`src/rtl/route_allocator.sv`:
```
// route_allocator: per-output route reservation holding input->output locks and driving crossbar selects.
// Define ROUTE_ALLOC_ROUND_ROBIN_EN for per-output round-robin arbitration; otherwise lowest input index wins.
module route_allocator #(
  parameter int N = 4,
  parameter int REQUEST_WIDTH = 2
) (
  input  logic clk,
  input  logic rst,
  input  logic [N-1:0] req_valid,
  input  logic [N*REQUEST_WIDTH-1:0] req,
  input  logic [N-1:0] relieve,
  output logic [N-1:0] grant,
  output logic [N*$clog2(N)-1:0] sel,
  output logic [N-1:0] out_busy,
  output logic [N-1:0] in_routed
);
  localparam int SW = $clog2(N);
  logic [N-1:0][SW-1:0] selReg, ownOut, winIdx;
  logic [N-1:0][N-1:0] reqHit;
  logic [N-1:0] winVld;
  assign sel = selReg;
`ifdef ROUTE_ALLOC_ROUND_ROBIN_EN
  logic [N-1:0][SW-1:0] rrPtr;
  always_ff @(posedge clk)
    if (!rst) rrPtr <= '0;
    else for (int o = 0; o < N; o++) if (winVld[o]) rrPtr[o] <= SW'((int'(winIdx[o]) + 1) % N);
`endif
  function automatic logic [SW-1:0] cand(input int o, input int k);
`ifdef ROUTE_ALLOC_ROUND_ROBIN_EN
    return SW'((int'(rrPtr[o]) + k) % N);
`else
    return SW'(k);
`endif
  endfunction
  // An out-of-range request slice matches no output, so it is never granted.
  always_comb begin
    reqHit = '0;
    winVld = '0;
    winIdx = '0;
    for (int o = 0; o < N; o++)
      for (int i = 0; i < N; i++)
        reqHit[o][i] = req_valid[i] && !in_routed[i] && !out_busy[o] &&
                       req[i*REQUEST_WIDTH +: REQUEST_WIDTH] == REQUEST_WIDTH'(o);
    for (int o = 0; o < N; o++)
      for (int k = N - 1; k >= 0; k--)
        if (reqHit[o][cand(o, k)]) begin
          winVld[o] = 1'b1;
          winIdx[o] = cand(o, k);
        end
  end
  always_ff @(posedge clk) begin
    if (!rst) begin
      grant <= '0;
      out_busy <= '0;
      in_routed <= '0;
      selReg <= '0;
      ownOut <= '0;
    end else begin
      grant <= '0;
      for (int i = 0; i < N; i++)
        if (relieve[i] && in_routed[i]) begin
          in_routed[i] <= 1'b0;
          out_busy[ownOut[i]] <= 1'b0;
        end
      for (int o = 0; o < N; o++)
        if (winVld[o]) begin
          out_busy[o] <= 1'b1;
          selReg[o] <= winIdx[o];
          in_routed[winIdx[o]] <= 1'b1;
          ownOut[winIdx[o]] <= SW'(o);
          grant[winIdx[o]] <= 1'b1;
        end
    end
  end
endmodule

```
`config.mk`:
```
export PLATFORM = sky130hd
export DESIGN_NAME = route_allocator
export DESIGN_NICKNAME = d
export VERILOG_FILES = /design/src/rtl/route_allocator.sv
export SDC_FILE = /design/constraint.sdc
export NUM_CORES = 1
export LEC_CHECK = 0
export CAP_MARGIN = 10
export CORE_ASPECT_RATIO = 0.6
export CORE_MARGIN = 5
export CORE_UTILIZATION = 45
export DETAILED_ROUTE_END_ITERATION = 8
export DONT_BUFFER_PORTS = 1
export GPL_TIMING_DRIVEN = 0
export SLEW_MARGIN = 0
export SYNTH_ARGS = -nofsm -noshare
export SYNTH_HDL_FRONTEND = slang
export SYNTH_SLANG_ARGS = --single-unit
export TNS_END_PERCENT = 1
```
`constraint.sdc`:
```
create_clock -name clk -period 2 [get_ports clk]
set_input_delay 0.4 -clock clk [delete_from_list [all_inputs] [get_ports clk]]
set_output_delay 0.4 -clock clk [all_outputs]
set_load 0.02 [all_outputs]
```
# Word level (Yosys, flattened, before mapping)
# Index checks and enable logic that the tools add are counted.
[totals]
wordCells = 219
register_bits = 28
[classes]
n_bitwise = 24
n_eq_ne = 12
n_lt_le_gt_ge = 16
mux = 96
n_reduce_logical = 60
[op_table]
columns = ["op", "n"]
rows = [
  ["4-bit two-way mux", 21],
  ["8-bit two-way mux", 7],
  ["1-bit logical AND", 48],
  ["2-bit two-way mux", 20],
  ["1-bit two-way mux", 36],
  ["4-bit OR", 9],
  ["4-bit bitwise AND", 6],
  ["2-bit by 3-bit less-than comparator with 1-bit output (second input constant)", 8],
  ["4-bit NOT", 6],
  ["1-bit demux with 2-bit select", 8],
  ["2-bit demux with 2-bit select", 4],
  ["2-bit equality test (second input constant)", 8],
  ["2-bit by 1-bit >= comparator with 1-bit output (second input constant)", 8],
  ["8-bit bitwise AND", 1],
  ["2-bit by 1-bit equality test with 1-bit output (second input constant)", 4],
  ["1-bit zero test", 8],
  ["2-bit zero test", 4],
  ["8-bit NOT", 1],
  ["8-bit OR", 1],
]

# Logic depth before layout (Yosys ltp)
[logic_depth]
word_depth = 24
ltp_mapped = 6
mapped_depth_nobuf = 5

# Worst setup path before layout
# OpenSTA, ideal clock, no wires.
[synth_timing]
path_kind = "register to register"
from = "reg out_busy[2]"
to = "reg in_routed[1]"
synth_period_minus_slack_ns = 1.713
stages_incl_launch_ff = 7
arrival_time_ns = 1.581
setup_slack_ns = 0.287
n_path_buf = 2
path_cell_list = "dfxtp_1 -> clkbuf_1 -> or4b_1 -> buf_2 -> a22o_1 -> nor2b_2 -> a21oi_1"
[synth_via]
elab_chain_len = 16
word_cells_on_any_way = 27
[synth_rtl]
columns = ["item", "line", "text"]
rows = [
  ["start, declared", "14", "output logic [N-1:0] out_busy,"],
  ["start signal, assigned", "54", "out_busy <= '0;"],
  ["start signal, assigned by index", "63", "out_busy[ownOut[i]] <= 1'b0;"],
  ["start signal, assigned by index", "67", "out_busy[o] <= 1'b1;"],
  ["1-bit zero test (*)", "42", "reqHit[o][i] = req_valid[i] && !in_routed[i] && !out_busy[o] &&"],
  ["1-bit logical AND (2 in a row)", "42", ""],
  ["2-bit two-way mux (4 in a row)", "46", "if (reqHit[o][cand(o, k)]) begin"],
  ["2-bit by 3-bit less-than comparator with 1-bit output (not written as such) or 2-bit by 1-bit >= comparator with 1-bit output (tied branches)", "69", "in_routed[winIdx[o]] <= 1'b1;"],
  ["1-bit logical AND (not written as such)", "69", ""],
  ["1-bit two-way mux (not written as such)", "69", ""],
  ["1-bit demux with 2-bit select", "69", ""],
  ["4-bit OR (no line)", "n/a", ""],
  ["4-bit two-way mux (*)", "66", "if (winVld[o]) begin"],
  ["4-bit two-way mux (*)", "52", "if (!rst) begin"],
  ["4-bit OR (no line)", "n/a", ""],
  ["4-bit two-way mux (*)", "66", ""],
  ["end signal, assigned", "55", "in_routed <= '0;"],
  ["end signal, assigned by index", "62", "in_routed[i] <= 1'b0;"],
  ["end signal, assigned by index", "69", ""],
  ["end, declared", "15", "output logic [N-1:0] in_routed"],
]
# Mark *: on every way between the ends. The rest lies on a longest branch, timed or not. The select of a mux whose other input is x is not followed.
# A chain may end at the register's enable or synchronous reset.

# Worst setup path after layout
[layout_timing]
from = "reg in_routed[1]"
to = "reg in_routed[3]"
[layout_via]
elab_chain_len = 21
word_cells_on_any_way = 57
[layout_rtl]
columns = ["item", "line"]
rows = [
  ["1-bit zero test (*)", "42"],
  ["1-bit logical AND (*)", "42"],
  ["1-bit logical AND (2 in a row)", "42"],
  ["2-bit two-way mux (2 in a row)", "46"],
  ["2-bit by 3-bit less-than comparator with 1-bit output (not written as such) or 2-bit by 1-bit >= comparator with 1-bit output (tied branches)", "69"],
  ["1-bit logical AND (not written as such)", "69"],
  ["1-bit two-way mux (not written as such)", "69"],
  ["1-bit demux with 2-bit select", "69"],
  ["[... 3 more ...]", "n/a"],
  ["4-bit OR (no line)", "n/a"],
  ["4-bit two-way mux", "66"],
  ["4-bit two-way mux", "52"],
  ["4-bit OR (no line)", "n/a"],
  ["4-bit two-way mux", "66"],
  ["4-bit two-way mux", "52"],
  ["4-bit OR (no line)", "n/a"],
  ["4-bit two-way mux (*)", "66"],
]
# Marks and branches as above.

==> metrics.txt <==
Routed WL per cell=18.7 um; Clk pwr share=23.8%; fmax=523 MHz; htree depth=1; worst clock skew=2.55 ps; cts hold-fix bufs=0; Util after Layout=50.0%; CTS Buf Count=3; synth top area cells=dfxtp_1 (37%), nor2_1 (4.3%), nor3_1 (4.0%); Tot GR Track Use=18.6%; Hold Path Stages=1; Seq/Total Area, Yosys=37.5%; final slew viol count=0; clock sinks=28; chip width=84.4 um; sequence of cells on the critical path=nand2b_1 -> or4_1 -> clkbuf_1 -> nand4_1 -> a41oi_2 -> a31o_1; first-pass iteration count of the detailed router=5; Layout area overhead=7.78%; critical path data arrival time=2090 ps; Die Footprint=4620 um^2; CP Max Fanout=7; slowest CP cell=dfxtp_1; Comb power frac=18.3%; Max clock buf depth=2; DR vias/cell=6.50; mapped cell area=1500 um^2; drt total wl=4130 um; vias in the first global route=1,226; setup bufs post-CTS=0; core area=3220 um^2; Netlist cell types=52; initial antenna violation count=0; PwrDens=795 nW/um^2; global-route wire length before repair=6540 um; pin count of the biggest net entering global routing=15; clock transition at the registers of the reported paths=90 ps; maxcap violations=0; CTS root buf=clkbuf_8; fill cell count=304; TritonCTS clock tree=yes; cell taking the most area after synthesis=dfxtp_1; worst slew pin tran=623 ps; RSZ-0062 raised after global routing=no; Worst path max stage delay=430 ps; number of diodes=0; fraction of registers with async set/reset=0%; Worst VDD drop=350 uV; ratio of cells with drive above 1 in the final layout=11.9%; Crit Path Category=reg2reg; Mapped Avg Cell Area=8.65 um^2; Site Rows=16; final std cells w/o fill=221; Crit. Startpoint=in_routed[1]$_SDFF_PN0_; min-delay worst type=in2reg; Iter 0 DRT Violations=246; delay-heaviest family, CP=simple AND/OR/NAND/NOR gates; post-synth top area share=37.5%; Final Setup Violations=0; remaining global-route overflow=0; Post-Synthesis Cells=173; Buf+Inv Stages, Crit Path=1; synth warn=0; Worst R2R Start=in_routed[1]$_SDFF_PN0_; status=finished, final reports clean; worst hold margin=266 ps; Post-synth EDFFs=0; CP Capture Type=flip-flop; syn_nets=191; total power=1280 uW; Flop pwr share=57.8%; worst rel slew slack=58.2%; fin crit period=1910 ps; hpwl dp=3290 um; Net Sw Frac=32.8%; later-pin clock latency in the skew report=270 ps; CP Data Required Time=2180 ps; Critical Path Start Type=flip-flop; ys flop type=dfxtp_1; DRC Markers=0; top cells by count, synth=dfxtp_1 (28), nor2_1 (17), nand2_1 (13); Die H=54.7 um; Setup TNS Final=0 ps; FF+latch count, synth=28; Final ANT Viol Nets=0; # IOs=38; port bufs=0; crit share post-route=95.6%; leakage power=0.000580 uW; internal power=861 uW; Levels on crit path=6; most frequent cell after synthesis=dfxtp_1; Placed Instances=218; start point of the worst hold path=rst; path depth of the worst reg2reg path=6; final net count=196; Switching Power=420 uW; initial core utilization=46.4%; via count=1,436; Fin. Hold Viols=0; GPL Wtd Cong=0.890
==> area by class of cell <==
class	count	area, um^2	area share, %
buffer	6	25.0	1.55
clock buffer	3	41.3	2.56
inverter	5	18.8	1.16
multi-input combinational	134	910	56.4
sequential	28	562	34.8
tap	45	56.3	3.49
==> power groups by stage <==
stage	clock (uW)	sequential, uW	combinational (uW)
2_1_floorplan	0	730	187
5_1_grt	346	752	259
4_1_cts	314	740	230
3_5_place_dp	0	753	228
6_report	305	741	235
3_3_place_gp	0	751	223
==> stage by stage <==
stage | setup WS, ps | area, um^2
after floorplan | 287 | 1500
after global placement | -60.6 | 1550
after detailed placement | -48.4 | 1550
after CTS | 70.5 | 1600
after global routing | 1.92 | 1610
final | 88.6 | 1610
==> worst register-to-register path, stage by stage (launching register included) <==
cell and delay, ps:
dfxtp_1 430, nand2b_1 210, or4_1 410, clkbuf_1 200, nand4_1 220, a41oi_2 150, a31o_1 200
==> worst paths after layout <==
check	to	slack, ps
worst min register to register	ownOut[7]$_SDFF_PN0_	540
worst max-delay path	in_routed[3]$_SDFF_PN0_	90
worst min-delay path	in_routed[3]$_SDFF_PN0_	270
worst max register to register	in_routed[3]$_SDFF_PN0_	90
==> timing repair <==
| item | in CTS | in global routing |
|---|---|---|
| gates cloned | 0 | 0 |
| setup endpoints to repair | 3 | 6 |
| pin swaps | 0 | 0 |
| resized for setup | 1 | 6 |
==> flip-flops by register name, indices dropped and copies added (netlist names) <==
| name | flops |
|---|---|
| in_routed | 4 |
| sel | 8 |
| grant | 4 |
| out_busy | 4 |
| ownOut | 8 |
==> logic make-up after synthesis <==
kind of cell	count (synthesis)	share of synthesized area [%]
AO/OA/AOI/OAI	36	17.4
buffers and inverters	11	2.84
flip-flops	28	37.5
AND/OR/NAND/NOR	98	42.3
==> layout by cell type (no fill, tap or decap), types with 3 or more instances in the layout <==
cell type / count
a21oi_1: 8
a31oi_1: 3
clkbuf_1: 4
clkbuf_8: 3
dfxtp_1: 27
inv_1: 4
nand2_1: 13
nand3_1: 8
nand3b_1: 3
nand4_1: 4
nor2_1: 17
nor3_1: 12
nor3b_2: 3
nor4_1: 5
nor4b_1: 3
o21ai_0: 4
o22ai_1: 3
or3_1: 4
==> routing by layer <==
layer,GRT usage (%),routed length [um],vias to the layer above,share of wire [%]
met5,0,0,-,0
met3,6.62,644,6,16
li1,-,-,668,-
met2,29.8,1750,96,42
met1,24.5,1700,666,41
met4,3.95,34,0,0.82
(Power assumes the default switching activity.)
